--- src/rtl/pipe_mem_arbiter_if.sv ---
`default_nettype none
// ============================================================================
// Interface : pipe_mem_arbiter_if
// Purpose   : Request/acknowledge bus between the pipeline memory arbiter and
//             a variable-latency, single-ported unified memory.
// Signals   : mem_req   - access request, held until acknowledged or aborted
//             mem_we    - 1 = write, 0 = read (valid while mem_req is high)
//             mem_addr  - access address
//             mem_wdata - write data
//             mem_rdata - read data, valid in the cycle mem_ack is high
//             mem_ack   - access complete, sampled on the rising clock edge
// Modports  : master (arbiter side), slave (memory side)
// Revision  : 1.0 - initial release
// ============================================================================
interface pipe_mem_arbiter_if;
  logic        mem_req;
  logic        mem_we;
  logic [31:0] mem_addr;
  logic [31:0] mem_wdata;
  logic [31:0] mem_rdata;
  logic        mem_ack;

  modport master (
    output mem_req,
    output mem_we,
    output mem_addr,
    output mem_wdata,
    input  mem_rdata,
    input  mem_ack
  );

  modport slave (
    input  mem_req,
    input  mem_we,
    input  mem_addr,
    input  mem_wdata,
    output mem_rdata,
    output mem_ack
  );
endinterface
`default_nettype wire

--- src/rtl/pipe_mem_arbiter.sv ---
`default_nettype none
// ============================================================================
// Module   : pipe_mem_arbiter
// Purpose  : Shares one single-ported memory between instruction fetch and
//            data access. Data access is served first, then fetch; a single
//            pipeline stall is held until every access of the step is done.
//            A wait-cycle watchdog aborts an access that is never acked.
// Ports    : clk, reset (async, active-low)
//            inst_addr, if_req, instr           - fetch side
//            data_addr, data_in, mem_read,
//            mem_write, data_out                - data side
//            pipe_stall                         - freezes the pipeline
//            bus_err                            - sticky timeout flag
//            mem                                - memory bus (master)
// Revision : 1.0 - initial release
// ============================================================================
module pipe_mem_arbiter #(
  parameter int unsigned TIMEOUT = 255
) (
  input  logic               clk,
  input  logic               reset,
  input  logic [31:0]        inst_addr,
  input  logic               if_req,
  output logic [31:0]        instr,
  input  logic [31:0]        data_addr,
  input  logic [31:0]        data_in,
  input  logic               mem_read,
  input  logic               mem_write,
  output logic [31:0]        data_out,
  output logic               pipe_stall,
  output logic               bus_err,
  pipe_mem_arbiter_if.master mem
);

  localparam logic [7:0] TIMEOUT_CNT = 8'(TIMEOUT);

  typedef enum logic [1:0] {
    IDLE    = 2'd0,
    DM_BUSY = 2'd1,
    IF_BUSY = 2'd2
  } state_t;

  state_t      state, state_nx;
  logic        if_done, if_done_nx;
  logic        dm_done, dm_done_nx;
  logic [7:0]  wait_cnt, wait_cnt_nx;
  logic        req_q, req_nx;
  logic        we_q, we_nx;
  logic [31:0] addr_q, addr_nx;
  logic [31:0] wdata_q, wdata_nx;
  logic [31:0] instr_nx, data_out_nx;
  logic        bus_err_nx;

  logic        dm_req, dm_pend, if_pend;
  logic        timed_out, finish;
  logic [31:0] rdata_eff;

  assign dm_req     = mem_read | mem_write;
  assign dm_pend    = dm_req & ~dm_done;
  assign if_pend    = if_req & ~if_done;
  assign pipe_stall = if_pend | dm_pend;

  // An ack in the same cycle the counter reaches the limit still wins.
  assign timed_out  = ~mem.mem_ack & (wait_cnt == TIMEOUT_CNT);
  assign finish     = mem.mem_ack | timed_out;
  // Aborted accesses complete with all-zero data (a NOP on fetch).
  assign rdata_eff  = mem.mem_ack ? mem.mem_rdata : 32'h0000_0000;

  assign mem.mem_req   = req_q;
  assign mem.mem_we    = we_q;
  assign mem.mem_addr  = addr_q;
  assign mem.mem_wdata = wdata_q;

  always_ff @(posedge clk or negedge reset) begin
    if (!reset) begin
      state    <= IDLE;
      if_done  <= 1'b0;
      dm_done  <= 1'b0;
      wait_cnt <= 8'd0;
      req_q    <= 1'b0;
      we_q     <= 1'b0;
      addr_q   <= 32'h0;
      wdata_q  <= 32'h0;
      instr    <= 32'h0;
      data_out <= 32'h0;
      bus_err  <= 1'b0;
    end else begin
      state    <= state_nx;
      if_done  <= if_done_nx;
      dm_done  <= dm_done_nx;
      wait_cnt <= wait_cnt_nx;
      req_q    <= req_nx;
      we_q     <= we_nx;
      addr_q   <= addr_nx;
      wdata_q  <= wdata_nx;
      instr    <= instr_nx;
      data_out <= data_out_nx;
      bus_err  <= bus_err_nx;
    end
  end

  always_comb begin
    state_nx    = state;
    if_done_nx  = if_done;
    dm_done_nx  = dm_done;
    wait_cnt_nx = wait_cnt;
    req_nx      = req_q;
    we_nx       = we_q;
    addr_nx     = addr_q;
    wdata_nx    = wdata_q;
    instr_nx    = instr;
    data_out_nx = data_out;
    bus_err_nx  = bus_err;

    case (state)
      IDLE: begin
        // Data first: it belongs to the older instruction.
        if (dm_pend) begin
          state_nx    = DM_BUSY;
          req_nx      = 1'b1;
          we_nx       = mem_write;
          addr_nx     = data_addr;
          wdata_nx    = data_in;
          wait_cnt_nx = 8'd0;
        end else if (if_pend) begin
          state_nx    = IF_BUSY;
          req_nx      = 1'b1;
          we_nx       = 1'b0;
          addr_nx     = inst_addr;
          wdata_nx    = data_in;
          wait_cnt_nx = 8'd0;
        end
      end

      DM_BUSY: begin
        if (finish) begin
          dm_done_nx  = 1'b1;
          bus_err_nx  = bus_err | timed_out;
          wait_cnt_nx = 8'd0;
          // The captured direction decides; read+write is a write.
          if (!we_q) begin
            data_out_nx = rdata_eff;
          end
          if (if_pend) begin
            // Chain straight into the fetch without an idle cycle.
            state_nx = IF_BUSY;
            we_nx    = 1'b0;
            addr_nx  = inst_addr;
          end else begin
            state_nx = IDLE;
            req_nx   = 1'b0;
          end
        end else begin
          wait_cnt_nx = wait_cnt + 8'd1;
        end
      end

      IF_BUSY: begin
        if (finish) begin
          if_done_nx  = 1'b1;
          bus_err_nx  = bus_err | timed_out;
          wait_cnt_nx = 8'd0;
          instr_nx    = rdata_eff;
          state_nx    = IDLE;
          req_nx      = 1'b0;
        end else begin
          wait_cnt_nx = wait_cnt + 8'd1;
        end
      end

      default: begin
        state_nx = IDLE;
        req_nx   = 1'b0;
      end
    endcase

    // The step is over: the pipeline advances and the done flags rearm.
    if (!pipe_stall) begin
      if_done_nx = 1'b0;
      dm_done_nx = 1'b0;
    end
  end

endmodule
`default_nettype wire

--- src/flat_wrapper.sv ---
// flat-port wrapper written by rule: the top's interface ports become plain ports
module pipe_mem_arbiter_flat 
#(
  parameter int unsigned TIMEOUT = 255
)
  (clk, reset, inst_addr, if_req, instr, data_addr, data_in, mem_read, mem_write, data_out, pipe_stall, bus_err, mem_mem_req, mem_mem_we, mem_mem_addr, mem_mem_wdata, mem_mem_rdata, mem_mem_ack);
  pipe_mem_arbiter_if mem_i ();
  input  logic clk;
  input  logic reset;
  input  logic [31:0] inst_addr;
  input  logic if_req;
  output logic [31:0] instr;
  input  logic [31:0] data_addr;
  input  logic [31:0] data_in;
  input  logic mem_read;
  input  logic mem_write;
  output logic [31:0] data_out;
  output logic pipe_stall;
  output logic bus_err;
  output wire logic [$bits(mem_i.mem_req)-1:0] mem_mem_req;
  output wire logic [$bits(mem_i.mem_we)-1:0] mem_mem_we;
  output wire logic [$bits(mem_i.mem_addr)-1:0] mem_mem_addr;
  output wire logic [$bits(mem_i.mem_wdata)-1:0] mem_mem_wdata;
  input wire logic [$bits(mem_i.mem_rdata)-1:0] mem_mem_rdata;
  input wire logic [$bits(mem_i.mem_ack)-1:0] mem_mem_ack;
  assign mem_mem_req = mem_i.mem_req;
  assign mem_mem_we = mem_i.mem_we;
  assign mem_mem_addr = mem_i.mem_addr;
  assign mem_mem_wdata = mem_i.mem_wdata;
  assign mem_i.mem_rdata = mem_mem_rdata;
  assign mem_i.mem_ack = mem_mem_ack;
  pipe_mem_arbiter #(.TIMEOUT(TIMEOUT)) u_core (.clk(clk), .reset(reset), .inst_addr(inst_addr), .if_req(if_req), .instr(instr), .data_addr(data_addr), .data_in(data_in), .mem_read(mem_read), .mem_write(mem_write), .data_out(data_out), .pipe_stall(pipe_stall), .bus_err(bus_err), .mem(mem_i));
endmodule
--- config.mk ---
export PLATFORM = sky130hd
export DESIGN_NAME = pipe_mem_arbiter_flat
export DESIGN_NICKNAME = d
export VERILOG_FILES = /design/src/rtl/pipe_mem_arbiter_if.sv /design/src/rtl/pipe_mem_arbiter.sv /design/src/flat_wrapper.sv
export SDC_FILE = /design/constraint.sdc
export NUM_CORES = 1
export LEC_CHECK = 0
export ABC_AREA = 1
export CAP_MARGIN = 20
export CORE_AREA = 2 2 121 123
export CTS_BUF_LIST = sky130_fd_sc_hd__clkbuf_8
export DETAILED_ROUTE_END_ITERATION = 7
export DIE_AREA = 0 0 123 125
export PLACE_DENSITY = 0.87
export SLEW_MARGIN = 20
export SYNTH_ARGS = -nofsm -noshare
export SYNTH_HDL_FRONTEND = slang
export SYNTH_SLANG_ARGS = --single-unit
--- constraint.sdc ---
create_clock -name clk -period 2.9 [get_ports clk]
set_input_delay 0.725 -clock clk [delete_from_list [all_inputs] [get_ports clk]]
set_output_delay 0.725 -clock clk [all_outputs]
set_load 0.03 [all_outputs]
==> metrics.txt <==
highest ir drop seen on vdd=712 uV; overall die area=between 0.015 and 0.02 mm^2; ratio of cells with drive above 1 in the final layout=0.0707; DRC errors left=0; Mapped Area=roughly 0.0068 mm^2; setup repair after global routing missed its margin=false; shortest clock period the worst path allows after layout=between 2 and 3 ns; switching power=~5500 uW; std cell rows=44; max-cap violation count=0; combinational fraction of design power=0.567; critical-path cell with the highest stage delay=sky130_fd_sc_hd__clkdlybuf4s50_1; leakage power figure=0.00482 uW; fraction of power spent switching nets=0.466; largest clock skew in the final design=0.0128 ns; areal power density over the cells=between 1000 and 1500 mW/mm^2; largest fanout on the critical path=3; core outline area=0.0142 mm^2; number of nets in the final layout=around 1200; Wirelength per Cell=between 15 and 20 um; via total after detailed routing=approximately 6700; signed area change from the synthesized netlist to the final layout=47.5%; internal portion of total power=between 6000 and 7000 uW; crit path launch type=input pin; # IOs=roughly 270; number of CTS-inserted buffers=17; maximum clock insertion buffer count=2; count of nets left with antenna violations after detail routing=0; clock tree from TritonCTS=built; endpoint type of the worst setup path=output pin; transition at the pin with the smallest max-transition slack=0.782 ns; CTS Sinks=between 100 and 150; total wire length=between 15000 and 20000 um; initial standard-cell utilization of the core=0.477; Clk Latency, worst-skew pair=0.44 ns; buffer cell driving the clock tree root=sky130_fd_sc_hd__clkbuf_8; Slew Viols, Final=0; via count of the first global-routing pass=6562; die boundary height=125 um; stage delay of the slowest cell on the critical path=around 0.5 ns; quantity of I/O buffers inserted on ports=between 200 and 300; number of nets in the synthesized netlist=roughly 1000; width of the die=123 um; number of iterations in the first detailed-routing pass=6; classification of the worst setup path=in2out; 1st-iter DRT viols=just under 400; # hold bufs at CTS=0; required time reported for the critical path endpoint=around 2.2 ns; global routing met2 resource utilization=0.437; share of power burned in registers=0.292; relative slew slack=0.477; sequential-to-total area share from yosys stat=0.529; Crit path arrival time=between 1.5 and 2 ns; global-route wire length before repair=32200 um; post-synthesis sequential element count=143; outcome=completed; post-route clock period utilization=0.883; GRT busiest layer=met2; average vias per placed instance=5.14; Resize count post-CTS=0; relative contribution of the clock network to total power=0.142; total overflow reported by the global router=0; Pwr Total=11900 uW; Cells after Synth=856; global-route met3 utilization=0.0630; gr usage total=0.263; post-synthesis area per instance=slightly below 8 um^2; Tightest Hold Check Type=in2async; synth unique cells=24; initial antenna violation count=1; Global Route met1 Usage=0.317; fillcell total=roughly 1100; H-tree depth=4; clock transition at the registers of the reported paths=~0.09 ns; cells along the critical path=clkdlybuf4s50_1 -> o21ai_2 -> nand2_1 -> buf_4; total negative slack for setup checks=0 ns; Max Freq=slightly below 400 MHz; final estimated routing congestion in global placement=between 0.8 and 0.9; maximum number of pins on one net before global-route repair=66; DP Wirelength=around 14000 um; postcts setup bufs=0; Yosys warnings=0; setup violation total in the final timing report=0; final count of hold timing violations=0
==> sequential cells by signal, summed over array words and instances (netlist names) <==
signal and count:
u_core.wait_cnt 8, u_core.mem.mem_req 1, u_core.mem.mem_wdata 32, u_core.bus_err 1, u_core.if_done 1, u_core.instr 32, u_core.data_out 32, u_core.mem.mem_addr 32
u_core.mem.mem_we 1, u_core.state 2, u_core.dm_done 1
==> worst paths after layout <==
kind,startpoint,end,slack [ns],depth (start not counted)
min in group clk,u_core.instr[0],u_core.instr[0],0.47,2
setup reg to reg,u_core.wait_cnt[0],u_core.mem.mem_addr[12],0.51,10
hold / removal,reset,u_core.data_out[29],0.18,1
hold reg to reg,u_core.instr[0],u_core.instr[0],0.47,2
setup / recovery,mem_write,pipe_stall,0.34,4
max in group asynchronous,reset,u_core.mem.mem_wdata[22],2.06,2
==> metal layers <==
layer | up-vias | wire length (um)
met4 | 0 | 922
met2 | 250 | 9910
met3 | 60 | 1250
met5 | - | 0
met1 | 3164 | 7860
li1 | 3221 | -
==> critical path, delay by kind of cell <==
family,cells,cell delay (ns)
buffers and inverters,2,0.70
AO/OA/AOI/OAI,1,0.24
AND/OR/NAND/NOR,1,0.16
==> per-stage QoR <==
| stage | area, um^2 | hold slack, ns | util | setup slack, ns | instances |
|---|---|---|---|---|---|
| floorplan | 6770 | 0.429 | - | 0.636 | 856 |
| CTS | 9980 | 0.180 | 0.703 | 0.344 | 1302 |
| finish | 9980 | 0.184 | 0.703 | 0.339 | 1303 |
| detailed placement | 9570 | 0.457 | 0.673 | 0.353 | 1270 |
| global route | 9980 | 0.196 | 0.703 | 0.302 | 1303 |
| global placement | 9570 | 0.453 | 0.673 | 0.359 | 1270 |
==> power groups by stage <==
stage	Combinational, uW	Sequential [uW]	Clock [uW]
after floorplan	2380	5150	0
after global placement	6580	3440	0
after detailed placement	6730	3470	0
after CTS	6750	3450	1710
after global routing	7240	3580	1800
final	6720	3460	1680
==> cell usage in the layout (no fill, tap or decap), types with 2 or more instances in the layout <==
cell type and count:
sky130_fd_sc_hd__buf_4 13, sky130_fd_sc_hd__bufinv_16 3, sky130_fd_sc_hd__a21oi_1 17, sky130_fd_sc_hd__nand3_1 87, sky130_fd_sc_hd__clkinvlp_4 2, sky130_fd_sc_hd__clkbuf_8 17, sky130_fd_sc_hd__nand2_4 3, sky130_fd_sc_hd__nand2_2 2
sky130_fd_sc_hd__inv_6 5, sky130_fd_sc_hd__clkinv_4 2, sky130_fd_sc_hd__dfrtp_1 143, sky130_fd_sc_hd__clkinv_2 3, sky130_fd_sc_hd__nand2_1 328, sky130_fd_sc_hd__nor2_1 45, sky130_fd_sc_hd__buf_12 4, sky130_fd_sc_hd__clkdlybuf4s50_1 262
sky130_fd_sc_hd__a21oi_2 17, sky130_fd_sc_hd__inv_1 54, sky130_fd_sc_hd__o21ai_0 92, sky130_fd_sc_hd__nor2_4 3, sky130_fd_sc_hd__o21bai_1 2, sky130_fd_sc_hd__ha_1 5
==> cell type report <==
class	instances	area [um^2]	share of cell area
flip-flops and latches	143	3580	0.358
well taps	184	230	0.0231
diodes	1	2.50	0.000251
clock buffers	17	234	0.0234
inverters	54	203	0.0203
repair buffers	281	2820	0.282
clock inverters	15	181	0.0182
multi-input cells	608	2740	0.274
==> Yosys cell counts <==
master | n | area (um^2)
sky130_fd_sc_hd__clkbuf_1 | 33 | 124
sky130_fd_sc_hd__a21oi_2 | 17 | 149
sky130_fd_sc_hd__o21ai_2 | 1 | 8.76
sky130_fd_sc_hd__nand2_1 | 328 | 1230
sky130_fd_sc_hd__a31o_2 | 1 | 8.76
sky130_fd_sc_hd__dfrtp_1 | 143 | 3580
sky130_fd_sc_hd__nand4_1 | 1 | 6.26
sky130_fd_sc_hd__buf_4 | 4 | 30.0
sky130_fd_sc_hd__o21ai_0 | 92 | 460
sky130_fd_sc_hd__o21bai_1 | 2 | 15.0
sky130_fd_sc_hd__nor2_4 | 2 | 22.5
sky130_fd_sc_hd__buf_2 | 9 | 45.0
sky130_fd_sc_hd__buf_6 | 5 | 56.3
sky130_fd_sc_hd__nor2_1 | 45 | 169
sky130_fd_sc_hd__nor2_2 | 2 | 12.5
sky130_fd_sc_hd__nand2_2 | 2 | 12.5
sky130_fd_sc_hd__o211ai_1 | 1 | 7.51
sky130_fd_sc_hd__nand2_4 | 3 | 33.8
sky130_fd_sc_hd__nand3_1 | 87 | 435
sky130_fd_sc_hd__nor3_1 | 1 | 5.00
sky130_fd_sc_hd__inv_1 | 54 | 203
sky130_fd_sc_hd__o21a_1 | 1 | 7.51
sky130_fd_sc_hd__a21oi_1 | 17 | 85.1
sky130_fd_sc_hd__ha_1 | 5 | 62.6
==> kinds of logic (layout without fill, tap and decap cells) <==
group                      after synthesis  after routing  share of synthesized area
AOI/OAI and AO/OA                      132            132                      0.110
adders and majority gates                5              5                    0.00924
buffers and inverters                  105            367                     0.0677
DFF                                    143            143                      0.529
other                                    0              1                          0
and+or+nand+nor                        471            471                      0.285
No activity file was read; power rests on OpenSTA's default activity.
